### config.mk
export PLATFORM = sky130hd
export DESIGN_NAME = mem_access
export DESIGN_NICKNAME = d
export VERILOG_FILES = /design/src/rtl/mem_access_pkg.sv /design/src/rtl/load_extend.sv /design/src/rtl/mem_access.sv
export SDC_FILE = /design/constraint.sdc
export NUM_CORES = 1
export LEC_CHECK = 0
export ABC_AREA = 0
export ABC_CLOCK_PERIOD_IN_PS = 3400
export BUFFER_PORTS_ARGS = -buffer_cell sky130_fd_sc_hd__buf_2
export CORE_MARGIN = 2
export CORE_UTILIZATION = 25
export DETAILED_ROUTE_END_ITERATION = 6
export SETUP_SLACK_MARGIN = 0.3
export SYNTH_ARGS = -nofsm -noshare
export SYNTH_HDL_FRONTEND = slang
export SYNTH_SLANG_ARGS = --single-unit
### constraint.sdc
create_clock -name clk_in -period 3.4 [get_ports clk_in]
set_input_delay 0.51 -clock clk_in [delete_from_list [all_inputs] [get_ports clk_in]]
set_output_delay 0.51 -clock clk_in [all_outputs]
set_load 0.1 [all_outputs]
### src/rtl/mem_access_pkg.sv
// Shared encodings for the memory-access stage: instruction classes, load/store width codes,
// FSM states and the byte-count helper.
package mem_access_pkg;

  localparam logic [6:0] LOAD = 7'b0000011;
  localparam logic [6:0] SAVE = 7'b0100011;
  localparam logic [6:0] JMPC = 7'b1100011;

  localparam logic [2:0] F3_B  = 3'b000;
  localparam logic [2:0] F3_H  = 3'b001;
  localparam logic [2:0] F3_W  = 3'b010;
  localparam logic [2:0] F3_BU = 3'b100;
  localparam logic [2:0] F3_HU = 3'b101;

  typedef enum logic [1:0] {
    StIdle   = 2'd0,
    StAccess = 2'd1,
    StDone   = 2'd2
  } state_e;

  // Index of the final byte of an access; unlisted width codes behave as a word.
  function automatic logic [1:0] last_index(input logic [2:0] f3);
    logic [1:0] idx;
    unique case (f3)
      F3_B, F3_BU: idx = 2'd0;
      F3_H, F3_HU: idx = 2'd1;
      default:     idx = 2'd3;
    endcase
    return idx;
  endfunction

endpackage

### src/rtl/load_extend.sv
// Sign/zero extension of assembled load data according to the funct3 width code.
module load_extend
  import mem_access_pkg::*;
(
  input  logic [2:0]  funct3,
  input  logic [31:0] raw,
  output logic [31:0] val
);

  always_comb begin
    val = raw;
    unique case (funct3)
      F3_B:    val = {{24{raw[7]}}, raw[7:0]};
      F3_H:    val = {{16{raw[15]}}, raw[15:0]};
      F3_BU:   val = {24'd0, raw[7:0]};
      F3_HU:   val = {16'd0, raw[15:0]};
      default: val = raw;
    endcase
  end

endmodule

### src/rtl/mem_access.sv
// Memory-access pipeline stage: passes ALU results straight to writeback and serialises
// loads/stores into little-endian byte transactions on a simple req/ack memory port.
module mem_access
  import mem_access_pkg::*;
#(
  parameter int unsigned ADDR_W = 32
) (
  input  logic              clk_in,
  input  logic              rst_in,
  input  logic              rdy_in,
  input  logic              valid_in,
  input  logic [6:0]        ins_type,
  input  logic [2:0]        funct3,
  input  logic [4:0]        rd_addr,
  input  logic [31:0]       alu_val,
  input  logic [31:0]       store_val,
  output logic              stall_req,
  output logic              mem_req,
  output logic              mem_we,
  output logic [ADDR_W-1:0] mem_addr,
  output logic [7:0]        mem_wdata,
  input  logic              mem_ack,
  input  logic [7:0]        mem_rdata,
  output logic              valid_out,
  output logic [4:0]        rd_addr_out,
  output logic [31:0]       rd_val_out,
  output logic [6:0]        ins_type_out
);

  state_e            state_q, state_d;
  logic [1:0]        idx_q, idx_d;
  logic [ADDR_W-1:0] base_q, base_d;
  logic [31:0]       wdata_q, wdata_d;
  logic [31:0]       data_q, data_d;
  logic [2:0]        f3_q, f3_d;
  logic [4:0]        rd_q, rd_d;
  logic [6:0]        ins_q, ins_d;
  logic              valid_out_q, valid_out_d;
  logic [4:0]        rd_addr_out_q, rd_addr_out_d;
  logic [31:0]       rd_val_out_q, rd_val_out_d;
  logic [6:0]        ins_type_out_q, ins_type_out_d;

  logic        is_ls_in;
  logic        is_save;
  logic        in_access;
  logic [31:0] data_merged;
  logic [31:0] ext_val;

  assign is_ls_in  = (ins_type == LOAD) || (ins_type == SAVE);
  assign is_save   = (ins_q == SAVE);
  assign in_access = (state_q == StAccess);

  // Memory port is only driven while actively accessing and the pipeline is not frozen.
  assign mem_req   = in_access && rdy_in;
  assign mem_we    = mem_req && is_save;
  assign mem_addr  = in_access ? base_q + ADDR_W'(idx_q) : '0;
  assign mem_wdata = in_access ? wdata_q[{idx_q, 3'b000} +: 8] : 8'd0;
  assign stall_req = rst_in && (in_access || ((state_q == StIdle) && valid_in && is_ls_in));

  assign valid_out    = valid_out_q;
  assign rd_addr_out  = rd_addr_out_q;
  assign rd_val_out   = rd_val_out_q;
  assign ins_type_out = ins_type_out_q;

  // Load data with the byte arriving this cycle already merged in, so the final
  // ack can produce the extended result without an extra cycle.
  always_comb begin
    data_merged = data_q;
    data_merged[{idx_q, 3'b000} +: 8] = mem_rdata;
  end

  load_extend u_load_extend (
    .funct3 (f3_q),
    .raw    (data_merged),
    .val    (ext_val)
  );

  always_comb begin
    state_d        = state_q;
    idx_d          = idx_q;
    base_d         = base_q;
    wdata_d        = wdata_q;
    data_d         = data_q;
    f3_d           = f3_q;
    rd_d           = rd_q;
    ins_d          = ins_q;
    valid_out_d    = valid_out_q;
    rd_addr_out_d  = rd_addr_out_q;
    rd_val_out_d   = rd_val_out_q;
    ins_type_out_d = ins_type_out_q;

    if (rdy_in) begin
      valid_out_d = 1'b0;
      unique case (state_q)
        StIdle: begin
          if (valid_in) begin
            if (is_ls_in) begin
              base_d  = ADDR_W'(alu_val);
              wdata_d = store_val;
              data_d  = 32'd0;
              f3_d    = funct3;
              rd_d    = rd_addr;
              ins_d   = ins_type;
              idx_d   = 2'd0;
              state_d = StAccess;
            end else begin
              valid_out_d    = 1'b1;
              rd_addr_out_d  = rd_addr;
              rd_val_out_d   = alu_val;
              ins_type_out_d = ins_type;
            end
          end
        end
        StAccess: begin
          if (mem_ack) begin
            if (!is_save) begin
              data_d = data_merged;
            end
            idx_d = idx_q + 2'd1;
            if (idx_q == last_index(f3_q)) begin
              state_d        = StDone;
              valid_out_d    = 1'b1;
              rd_addr_out_d  = rd_q;
              rd_val_out_d   = is_save ? 32'd0 : ext_val;
              ins_type_out_d = ins_q;
            end
          end
        end
        StDone: begin
          state_d = StIdle;
        end
        default: begin
          state_d = StIdle;
        end
      endcase
    end
  end

  always_ff @(posedge clk_in or negedge rst_in) begin
    if (!rst_in) begin
      state_q        <= StIdle;
      idx_q          <= 2'd0;
      base_q         <= '0;
      wdata_q        <= 32'd0;
      data_q         <= 32'd0;
      f3_q           <= 3'd0;
      rd_q           <= 5'd0;
      ins_q          <= 7'd0;
      valid_out_q    <= 1'b0;
      rd_addr_out_q  <= 5'd0;
      rd_val_out_q   <= 32'd0;
      ins_type_out_q <= 7'd0;
    end else begin
      state_q        <= state_d;
      idx_q          <= idx_d;
      base_q         <= base_d;
      wdata_q        <= wdata_d;
      data_q         <= data_d;
      f3_q           <= f3_d;
      rd_q           <= rd_d;
      ins_q          <= ins_d;
      valid_out_q    <= valid_out_d;
      rd_addr_out_q  <= rd_addr_out_d;
      rd_val_out_q   <= rd_val_out_d;
      ins_type_out_q <= ins_type_out_d;
    end
  end

endmodule

* Word level (Yosys, flattened, before mapping)
Index checks and enable logic that the tools add are counted.
** Cells by class
- $add $sub $neg :: 3
- Equal/unequal tests :: 14
- Shifts and indexed selects :: 3
- Mux-type cells :: 43
- Reductions and logical operators :: 17
** Operators with widths (number)
- 32-bit two-way mux :: 10
- 32-bit case mux with 2 select lines :: 2
- 32-bit case mux with 4 select lines :: 1
- 32-bit by 2-bit adder with 32-bit output :: 1
- 32-bit bitwise mux :: 1
- 8-bit by 7-bit variable shift with 32-bit output, first input constant :: 1
- 32-bit by 6-bit variable part select with 8-bit output :: 1
- 8-bit by 7-bit variable part select with 32-bit output :: 1
- 7-bit two-way mux :: 4
- 2-bit two-way mux :: 10
- 5-bit two-way mux :: 4
- 7-bit by 6-bit equality test with 1-bit output, second input constant :: 2
- 7-bit case mux with 2 select lines :: 1
- 2-bit case mux with 2 select lines :: 3
- 6-bit AND reduction :: 2
- 2-bit inequality test, second input constant :: 5
- 5-bit case mux with 2 select lines :: 1
- 5-bit AND reduction :: 2
- 8-bit two-way mux :: 1
- 7-bit by 2-bit equality test with 1-bit output, second input constant :: 1
- 5-bit negator with 7-bit output :: 1
- 3-bit equality test, second input constant :: 2
- 1-bit logical AND :: 5
- 1-bit two-way mux :: 4
- other kinds (12) :: 14
** Storage, ports and cells
- Flip-flop bits (word level) :: 160
- Input bits :: 92
- Output and inout port bits :: 88
- Word-level logic and storage cells :: 92

* Logic depth before layout (Yosys ltp)
Gate-level depths: netlist (run 1).
- Word-level depth :: 10
- Mapped depth :: 9
- Mapped depth without buffers :: 6

* Modules after synthesis
Synthesis (run 1) repeated with hierarchy kept, for this count alone.
** Second synthesis, totals
- Cells, all modules :: 839
- Area total of the unflattened synthesis :: 8774.7 µm²
** Modules (own cells, without submodules)
- mem_access :: instances 1, cells an instance 772, area each 8419.3 µm², sequential area each 4003.8 µm²
- load_extend :: instances 1, cells an instance 67, area each 355.3 µm², sequential area each 0.0 µm²

* Least setup slack after synthesis (run 1)
Ideal clock, no wire load.
- Path kind :: register -> output
- Start point :: register idx_q[0]
- End point :: output mem_addr[18]
- Arrival time :: 4.537 ns
- Data required time :: 2.890 ns
- Path slack :: -1.647 ns
- Stages on the path, launching flop included :: 7
- Buffers on the path :: 2
- Cells stage by stage :: dfrtp_1 ha_1 fa_1 clkbuf_1 nand3_1 clkbuf_1 o41ai_1
** On the way
- Longest elaborated chain between the ends :: 2
** RTL lines
- from (decl) :: RTL line mem_access.sv:31 : logic [1:0] idx_q, idx_d;
- from (signal assigned) :: RTL line mem_access.sv:155 : idx_q <= idx_d;
- 32-bit by 2-bit adder with 32-bit output :: RTL line mem_access.sv:56 : assign mem_addr = in_access ? base_q + ADDR_W'(idx_q) : '0;
- 32-bit two-way mux :: RTL line mem_access.sv:56
- to (decl) :: RTL line mem_access.sv:20 : output logic [ADDR_W-1:0] mem_addr,
Every way passes these cells.

* Worst setup path in the final report (run 1)
- Start point :: register idx_q[0]
- End point :: output mem_addr[14]
Same word-level chain as after synthesis.

==> results.ini, run 1 <==
[critical_path]
worstPathArrival_ns = 2.55
start_kind = flop
critical_path.slowest_cell = or4_1
critPathCaptureType = output pin
max_stage_delay_ns = 0.57
path_buf_inv = 1
rrSetupSlack_ns = 0.50
crit_family = simple AND/OR/NAND/NOR gates
path_max_fanout = 8
rr_startpoint = idx_q[1]$_DFFE_PN0P_
r2r.worst_path.cells = 6
critPathRequiredTime_ns = 2.89
crit_cells = 6
path_class = flop to output pin
startpoint = idx_q[0]$_DFFE_PN0P_
regToRegEndpoint = rd_val_out[25]$_DFFE_PN0P_
crit_chain = ha_2, fa_2, nand3_4, or4_1, a21oi_4, buf_12
critPathCapture = mem_addr[14]

[hold_path]
hp-class = primary input to flop
min_from = store_val[12]

[layout]
nets = 1046
area_growth_pct = 33.4
drive_gt1_frac = 0.409
instances_no_fill = 1409

[clock_tree]
clk_root_buffer_cell = clkbuf_16
cts.reportedPaths.clkPinSlew_ns = 0.07
clock_path_buffers = 2
cts_sinks = 160
htree_num_levels = 4
cts_buffers = 17
cts_tree = built
clock_latency_ns = 0.44

[synth]
synth_nets = 868
ys_top_cells_by_area = dfrtp_1, mux2_2, a22o_1, nand2_1, o21ai_0
synthMuxAreaShare = 0.156
yosysSeqAreaShare = 0.471
syn_area_per_cell_sq_um = 11.1
yosys.area_share.xor_xnor = 0.0103
synth_warnings = 0
syn_inst = 768
synth_cell_types = 67
synthSimpleGateAreaFrac = 0.139
yosysMostFrequentCell = dfrtp_1
synth_common_cells = dfrtp_1, mux2_2, nand2_1
synth_flop_cell = dfrtp_1
synth_compound_area_frac = 0.170
synth_edf_count = 0
ys_ff_latch = 160
synthAdderAreaFrac = 0.0127
yosysTopAreaCell = dfrtp_1
synth_top_area_share = 0.471
synth_top_family_by_area = compound AO/OA/AOI/OAI gates
mappedNetlistArea_sq_um = 8500
async_flop_share = 1.00

[global_route]
met1_usage = 0.211
grt_pass1_wl_um = 42500
use_met3 = 0.0535
grt_util_met2 = 0.236
grt.total_usage = 0.155
overflow = 0
grt_pass1_vias = 7042
grt_max_degree = 159
gr-max-usage-layer = met2
antenna_found_initial = 4

[status]
status = complete, no violations

[placement]
port_buffers = 179
dp_hpwl_um = 19600
place_congestion = 0.805
dp_cells = 1360
preCtsSetupSlack_ns = 0.152

[timing]
finalClockSkew_ns = 0.0149
post-route-period-util = 0.901
setup_viol = 0
period_needed_ns = 3.06
fin_tns_setup_ns = 0
finalHoldViolCount = 0
relSlewSlack = 0.197
worst_slew_pin_slew_ns = 1.20
drv_slew = 0
setup_ws_ns = 0.336
rsz0062_at_grt = yes
hold_ws_ns = 0.297
fmax_ghz = 0.326

[drt]
dr.pass1.iters = 5
wirelength_um = 27800
drtAntennaViolNets = 0
via_per_inst = 5.13
first_iter_violations = 458
vias = 7233
drc = 0
wl_per_cell_um = 19.7

[floorplan]
rows = 67
start_util = 0.253
fp.dieH_um = 188
dieWidth_um = 188
dieArea_sq_um = 35500
io_pins = 180
coreArea_sq_um = 33500

[power_and_ir_drop]
peakVddDrop_mv = 0.622
p_leak_nw = 5.19
power_density_nw_per_um2 = 846

[job]
maxCapViolations = 0

registers in the layout, indices dropped and copies added (netlist names):
register / count
wdata_q: 32
rd_q: 5
data_q: 32
base_q: 32
state_q: 2
idx_q: 2
f3_q: 3
rd_val_out: 32
valid_out: 1
ins_q: 7
rd_addr_out: 5
ins_type_out: 7
cell usage in the layout, fill, tap and decap left out, types with 5 or more instances in the layout:
cell,count
o41ai_1,8
buf_2,158
inv_6,7
a22oi_1,8
nand2_1,75
nor2_1,7
mux2i_4,8
clkbuf_16,17
a21oi_2,5
and3_1,5
mux2_1,11
o31ai_1,6
mux4_2,8
a32o_1,7
buf_4,27
buf_12,23
nand2b_1,15
mux2_2,82
xnor2_1,5
and2_1,17
ha_1,6
a32oi_1,16
o221ai_1,16
dfrtp_1,160
xor2_1,5
nand3_1,17
a31oi_1,17
o21ai_0,37
inv_1,23
nand4_1,11
a22o_1,41
nor2_2,5
report_power, final:
| group | leakage (nW) | internal (mW) | total (mW) | switching [mW] |
|---|---|---|---|---|
| registers | 2.10 | 2.37 | 2.73 | 0.361 |
| clock network | 0.314 | 1.26 | 2.14 | 0.881 |
| logic | 2.77 | 1.11 | 4.72 | 3.61 |
| total | 5.19 | 4.74 | 9.59 | 4.85 |
kinds of logic (layout without fill, tap and decap cells):
logic type / Yosys count / in the layout
other: 0 / 2
DFF: 160 / 160
muxes: 111 / 111
buffers and inverters: 80 / 269
adders and majority gates: 8 / 8
xor gates and xnor gates: 10 / 10
AOI/OAI and AO/OA: 190 / 190
and+or+nand+nor: 209 / 211
worst min-delay path by stage:
| stage | endpoint | slack (ns) | cells after the start |
|---|---|---|---|
| after detailed placement | rd_addr_out[3]$_DFFE_PN0P_ | 0.30 | 1 |
| final | wdata_q[12]$_DFFE_PN0P_ | 0.30 | 2 |
| after CTS | wdata_q[29]$_DFFE_PN0P_ | 0.28 | 2 |
| after global routing | wdata_q[5]$_DFFE_PN0P_ | 0.29 | 2 |
| after floorplan | base_q[0]$_DFFE_PN0P_ | 0.21 | 0 |
| after global placement | rd_addr_out[3]$_DFFE_PN0P_ | 0.30 | 1 |
per-layer routing:
| layer | part of all wire | vias to the layer above |
|---|---|---|
| met5 | 0.00061 | - |
| met2 | 0.45 | 275 |
| met4 | 0.014 | 4 |
| li1 | - | 3285 |
| met1 | 0.45 | 3639 |
| met3 | 0.083 | 30 |
stage by stage:
step / utilization / power [mW] / instance area [sq um]
2_1_floorplan: - / 6.30 / 8730
3_3_place_gp: 0.311 / 7.37 / 10400
3_5_place_dp: 0.311 / 7.41 / 10400
4_1_cts: 0.334 / 9.65 / 11200
5_1_grt: 0.338 / 10.0 / 11300
6_report: 0.338 / 9.59 / 11300
cell type report:
type / count / area [sq um]
Clock buffer: 17 / 425
Fill cell: 3399 / 22200
Multi-Input combinational cell: 530 / 4540
Antenna cell: 2 / 5.00
Clock inverter: 15 / 216
Tap cell: 448 / 561
Sequential cell: 160 / 4000
Inverter: 26 / 97.6
Timing Repair Buffer: 211 / 1490
repair_timing:
| action | CTS | global route |
|---|---|---|
| gates resized for setup | 16 | 10 |
| buffers inserted | 5 | 7 |
| pin swaps | 1 | 1 |
| gates cloned | 0 | 2 |
| endpoints found under the setup margin | 17 | 12 |
| hold buffers | 1 | 0 |
| endpoints found under the hold margin | 2 | 0 |
Note: power is estimated with default switching activity, not from simulation.
==> inputs of run 2 (changes only) <==
--- a/config.mk
+++ b/config.mk
@@ -7,7 +7,7 @@
 export LEC_CHECK = 0
 export ABC_AREA = 0
 export ABC_CLOCK_PERIOD_IN_PS = 3400
-export BUFFER_PORTS_ARGS = -buffer_cell sky130_fd_sc_hd__buf_2
+export BUFFER_PORTS_ARGS = -buffer_cell sky130_fd_sc_hd__clkbuf_2
 export CORE_MARGIN = 2
 export CORE_UTILIZATION = 25
 export DETAILED_ROUTE_END_ITERATION = 6
==> run 2 against run 1 <==
- clock-buffer cell count increased by 1
- highest routed layer is now met4
- via count decreased by 1.1%
- non-clock buffer count increased by 2
- worst setup slack improved by 0.038 ns
- routed wire length increased by 1.0%
- global-route usage increased by 0.26 points
- worst hold slack got worse by 0.0044 ns
- largest power group unchanged
- sequential cell count unchanged
- clock skew decreased by 0.0021 ns
- sequential share of layout area increased by 0.077 points
==> results.ini, run 2 (synthesis gave the netlist of run 1 again) <==
[status]
status = complete, no violations

[critical_path]
critPathCaptureType = output pin
worstPathArrival_ns = 2.52
path_max_fanout = 8
path_class = flop to output pin
regToRegEndpoint = rd_val_out[24]$_DFFE_PN0P_
start_kind = flop
startpoint = idx_q[0]$_DFFE_PN0P_
critPathRequiredTime_ns = 2.89
r2r.worst_path.cells = 6
rr_startpoint = idx_q[1]$_DFFE_PN0P_
rrSetupSlack_ns = 0.61

[global_route]
grt_max_degree = 74
overflow = 0
grt_pass1_vias = 7179
grt_pass1_wl_um = 42800
grt.total_usage = 0.157
antenna_found_initial = 1

[hold_path]
min_path_cells = 2
min_from = store_val[21]
hp-class = primary input to flop
whs_endpoint = wdata_q[21]$_DFFE_PN0P_

[layout]
instances_no_fill = 1409
fillers = 3406
final_cell_mix = dfrtp_1, clkbuf_2, mux2_2, nand2_1, a22o_1
drive_gt1_frac = 0.411
area_growth_pct = 33.2
layout_commonest_cell = dfrtp_1
final_util = 0.338
nets = 1047

[drt]
dr.pass1.iters = 4
drc = 0
via_per_inst = 5.08
vias = 7154
drtAntennaViolNets = 0
first_iter_violations = 471
wl_per_cell_um = 19.9
wirelength_um = 28100

[clock_tree]
cts.reportedPaths.clkPinSlew_ns = 0.08
clk_root_buffer_cell = clkbuf_16
clock_path_buffers = 2
clock_latency_ns = 0.44
htree_num_levels = 4
cts_tree = built
cts_buffers = 17
cts_sinks = 160

[timing]
fmax_ghz = 0.331
drv_slew = 0
relSlewSlack = 0.236
worst_slew_pin_slew_ns = 1.14
finalHoldViolCount = 0
finalClockSkew_ns = 0.0128
hold_ws_ns = 0.293
fin_tns_setup_ns = 0
period_needed_ns = 3.03
post-route-period-util = 0.890
setup_viol = 0
rsz0062_at_grt = yes

[floorplan]
dieArea_sq_um = 35500
start_util = 0.253
coreArea_sq_um = 33500
rows = 67
dieWidth_um = 188
fp.dieH_um = 188
io_pins = 180

[power_and_ir_drop]
p_leak_nw = 5.15
peakVddDrop_mv = 0.501
power_density_nw_per_um2 = 836

[placement]
dp_hpwl_um = 20100
place_congestion = 0.851
port_buffers = 179
dp_cells = 1365

[job]
maxCapViolations = 0

==> run 2: critical path: stages (launching register included) <==
cell     delay (ns)
dfrtp_1        0.38
ha_2           0.25
fa_2           0.25
nand3_2        0.22
or4_1          0.59
a21oi_4        0.19
buf_12         0.19
==> run 2: per-layer routing <==
layer,global-route usage,wire (um),up-vias
met4,0.0628,632,0
met3,0.0345,1760,33
met1,0.216,12900,3602
li1,-,-,3279
met2,0.241,12800,240
met5,0,0,-
==> run 2: worst max path at each step <==
stage | end | slack [ns]
global placement | mem_addr[31] | 0.46
floorplan | mem_addr[26] | 0.22
global route | mem_addr[18] | 0.28
detailed placement | mem_addr[31] | 0.43
CTS | mem_addr[13] | 0.27
finish | mem_addr[14] | 0.37
==> run 2: cell type report <==
type                       count  area [sq um]  area share
tap                          448           561      0.0495
multi-input combinational    529          4520       0.399
inverter                      26          97.6     0.00862
clock buffer                  18           429      0.0379
antenna                        1          2.50    0.000221
sequential                   160          4010       0.354
clock inverter                14           170      0.0150
timing repair buffer         213          1530       0.135
==> run 2: stage by stage <==
stage / worst slack, ns / power (mW) / cell area [sq um]
final: 0.374 / 9.46 / 11300
after floorplan: 0.218 / 6.30 / 8730
after CTS: 0.275 / 9.50 / 11200
after global placement: 0.455 / 7.38 / 10500
after detailed placement: 0.428 / 7.43 / 10500
after global routing: 0.276 / 9.89 / 11300
==> run 2: timing repair <==
item,CTS,global route
gates cloned,0,1
resized for setup,15,11
pin swaps,1,1
buffers inserted,4,5
setup endpoints to repair,19,13
hold endpoints to repair,20,0
hold buffers,1,0
==> run 2: power by group <==
part | internal [mW] | switching [mW] | total (mW)
clock | 1.11 | 0.895 | 2.00
sequential | 2.37 | 0.372 | 2.74
combinational | 1.10 | 3.62 | 4.71
total | 4.58 | 4.89 | 9.46
==> inputs of run 3 (changes only) <==
--- a/config.mk
+++ b/config.mk
@@ -5,7 +5,7 @@
 export SDC_FILE = /design/constraint.sdc
 export NUM_CORES = 1
 export LEC_CHECK = 0
-export ABC_AREA = 0
+export ABC_AREA = 1
 export ABC_CLOCK_PERIOD_IN_PS = 3400
 export BUFFER_PORTS_ARGS = -buffer_cell sky130_fd_sc_hd__clkbuf_2
 export CORE_MARGIN = 2
==> run 3 against run 2 <==
- clock skew shrank 0.0014 ns
- largest cell class unchanged
- highest routed layer is now met5
- critical path depth grew 7
- register-to-register slack better by 0.22 ns
==> results.ini, run 3 <==
[critical_path]
path_max_fanout = 4
path_class = flop to output pin
worstPathArrival_ns = 2.48
critPathRequiredTime_ns = 2.89
critPathCaptureType = output pin
start_kind = flop

[job]
maxCapViolations = 0

[layout]
ff_latch_area_sq_um = 4000
final_cell_mix = nand2_1, nor2_1, dfrtp_1, clkbuf_2, inv_1
fillers = 3971
nets = 1580
multi_input_area_sq_um = 4520
area_growth_pct = 25.0
drive_gt1_frac = 0.224
layout_commonest_cell = nand2_1

[clock_tree]
cts.reportedPaths.clkPinSlew_ns = 0.07
clock_latency_ns = 0.43
cts_resized = 2
postCtsSetupRepairBufs = 0
cts_sinks = 160
hold_buffers = 0
clock_path_buffers = 2
cts_tree = built
clk_root_buffer_cell = clkbuf_16
cts_buffers = 17
htree_num_levels = 4

[global_route]
grt.total_usage = 0.154
grt_pass1_vias = 8701
antenna_found_initial = 3
grt_max_degree = 161
overflow = 0
grt_pass1_wl_um = 47000

[floorplan]
fp.dieH_um = 197
rows = 70
dieArea_sq_um = 38900
dieWidth_um = 197
io_pins = 180
start_util = 0.254
coreArea_sq_um = 36700

[synth]
yosysSeqAreaShare = 0.429
synth_cell_types = 40
synth_common_cells = nand2_1, nor2_1, dfrtp_1
synth_top_area_share = 0.429
ys_ff_latch = 160
synth_nets = 1430
synth_flop_cell = dfrtp_1
ys_top_cells_by_area = dfrtp_1, nand2_1, nor2_1, o21ai_0, inv_1
async_flop_share = 1.00
syn_inst = 1330
synth_warnings = 0
yosysMostFrequentCell = nand2_1
synth_edf_count = 0
yosysTopAreaCell = dfrtp_1
syn_area_per_cell_sq_um = 7.02
mappedNetlistArea_sq_um = 9340

[drt]
drc = 0
vias = 8722
wirelength_um = 29600
via_per_inst = 4.45
first_iter_violations = 568
drtAntennaViolNets = 0
wl_per_cell_um = 15.1
dr.pass1.iters = 5

[timing]
drv_slew = 0
setup_viol = 0
post-route-period-util = 0.880
fmax_ghz = 0.334
fin_tns_setup_ns = 0
worst_slew_pin_slew_ns = 0.908
finalClockSkew_ns = 0.0114
period_needed_ns = 2.99
rsz0062_at_grt = yes
finalHoldViolCount = 0
relSlewSlack = 0.395

[power_and_ir_drop]
power_density_nw_per_um2 = 855
total_power_mw = 9.98
peakVddDrop_mv = 0.747
p_leak_nw = 5.76

[placement]
port_buffers = 179
dp_hpwl_um = 22500
place_congestion = 0.918

[hold_path]
hp-class = primary input to asynchronous set/reset pin

[status]
status = complete, no violations

==> run 3: kinds of logic (layout without fill, tap and decap cells) <==
logic type / count (synthesis) / in the layout / share of synthesized area
AOI/OAI and AO/OA: 202 / 202 / 0.124
xor gates and xnor gates: 10 / 10 / 0.00938
adders and majority gates: 8 / 8 / 0.0115
buffers and inverters: 212 / 375 / 0.101
DFF: 160 / 160 / 0.429
other: 0 / 1 / 0
and+or+nand+nor: 738 / 738 / 0.326
==> run 3: where the power goes <==
group / switching (mW) / internal, mW
registers: 0.323 / 2.31
logic: 4.44 / 1.01
clock network: 0.861 / 1.04
==> run 3: area by class of cell <==
type,count,area share
sequential,160,0.343
timing repair buffer,190,0.121
antenna,1,0.000214
inverter,153,0.0493
clock inverter,14,0.0114
clock buffer,18,0.0376
tap,468,0.0502
multi-input combinational,958,0.387
==> run 3: routing by layer <==
layer	wire (um)	vias to the layer above	GRT usage
li1	-	4408	-
met1	13500	4043	0.205
met2	13800	229	0.250
met3	1480	40	0.0309
met4	729	2	0.0537
met5	13	-	0
==> run 3: path summary, 6_finish.rpt <==
| kind | slack [ns] | depth (start not counted) | endpoint | start |
|---|---|---|---|---|
| setup / recovery | 0.41 | 13 | mem_addr[30] | idx_q[0]$_DFFE_PN0P_ |
| hold / removal | 0.22 | 2 | ins_type_out[3]$_DFFE_PN0P_ | rst_in |
| setup reg to reg | 0.83 | 7 | rd_val_out[30]$_DFFE_PN0P_ | state_q[0]$_DFFE_PN0P_ |
| hold reg to reg | 0.47 | 2 | ins_q[4]$_DFFE_PN0P_ | ins_q[4]$_DFFE_PN0P_ |
| max in group asynchronous | 2.49 | 2 | rd_val_out[24]$_DFFE_PN0P_ | rst_in |
| min in group clk_in | 0.30 | 3 | wdata_q[17]$_DFFE_PN0P_ | store_val[17] |
==> run 3: per-stage QoR <==
stage                     worst slack [ns]  instances  utilization  hold slack, ns  area [sq um]
after floorplan                      0.209       1330            -           0.214          9420
after global placement               0.784       1929        0.301           0.451         11100
after detailed placement             0.749       1929        0.301           0.457         11100
after CTS                            0.298       1961        0.317           0.286         11600
after global routing                 0.219       1961        0.318           0.303         11700
final                                0.409       1962        0.318           0.223         11700
==> run 3: critical path: stages (launching register included) <==
cell	delay, ns
dfrtp_1	0.36
ha_2	0.23
fa_1	0.21
nand2_1	0.14
nor2_4	0.17
inv_1	0.06
nor2_2	0.11
inv_1	0.09
nor2_2	0.15
nand2_1	0.07
nand2_1	0.06
nand2_1	0.06
nor2_2	0.13
buf_12	0.19
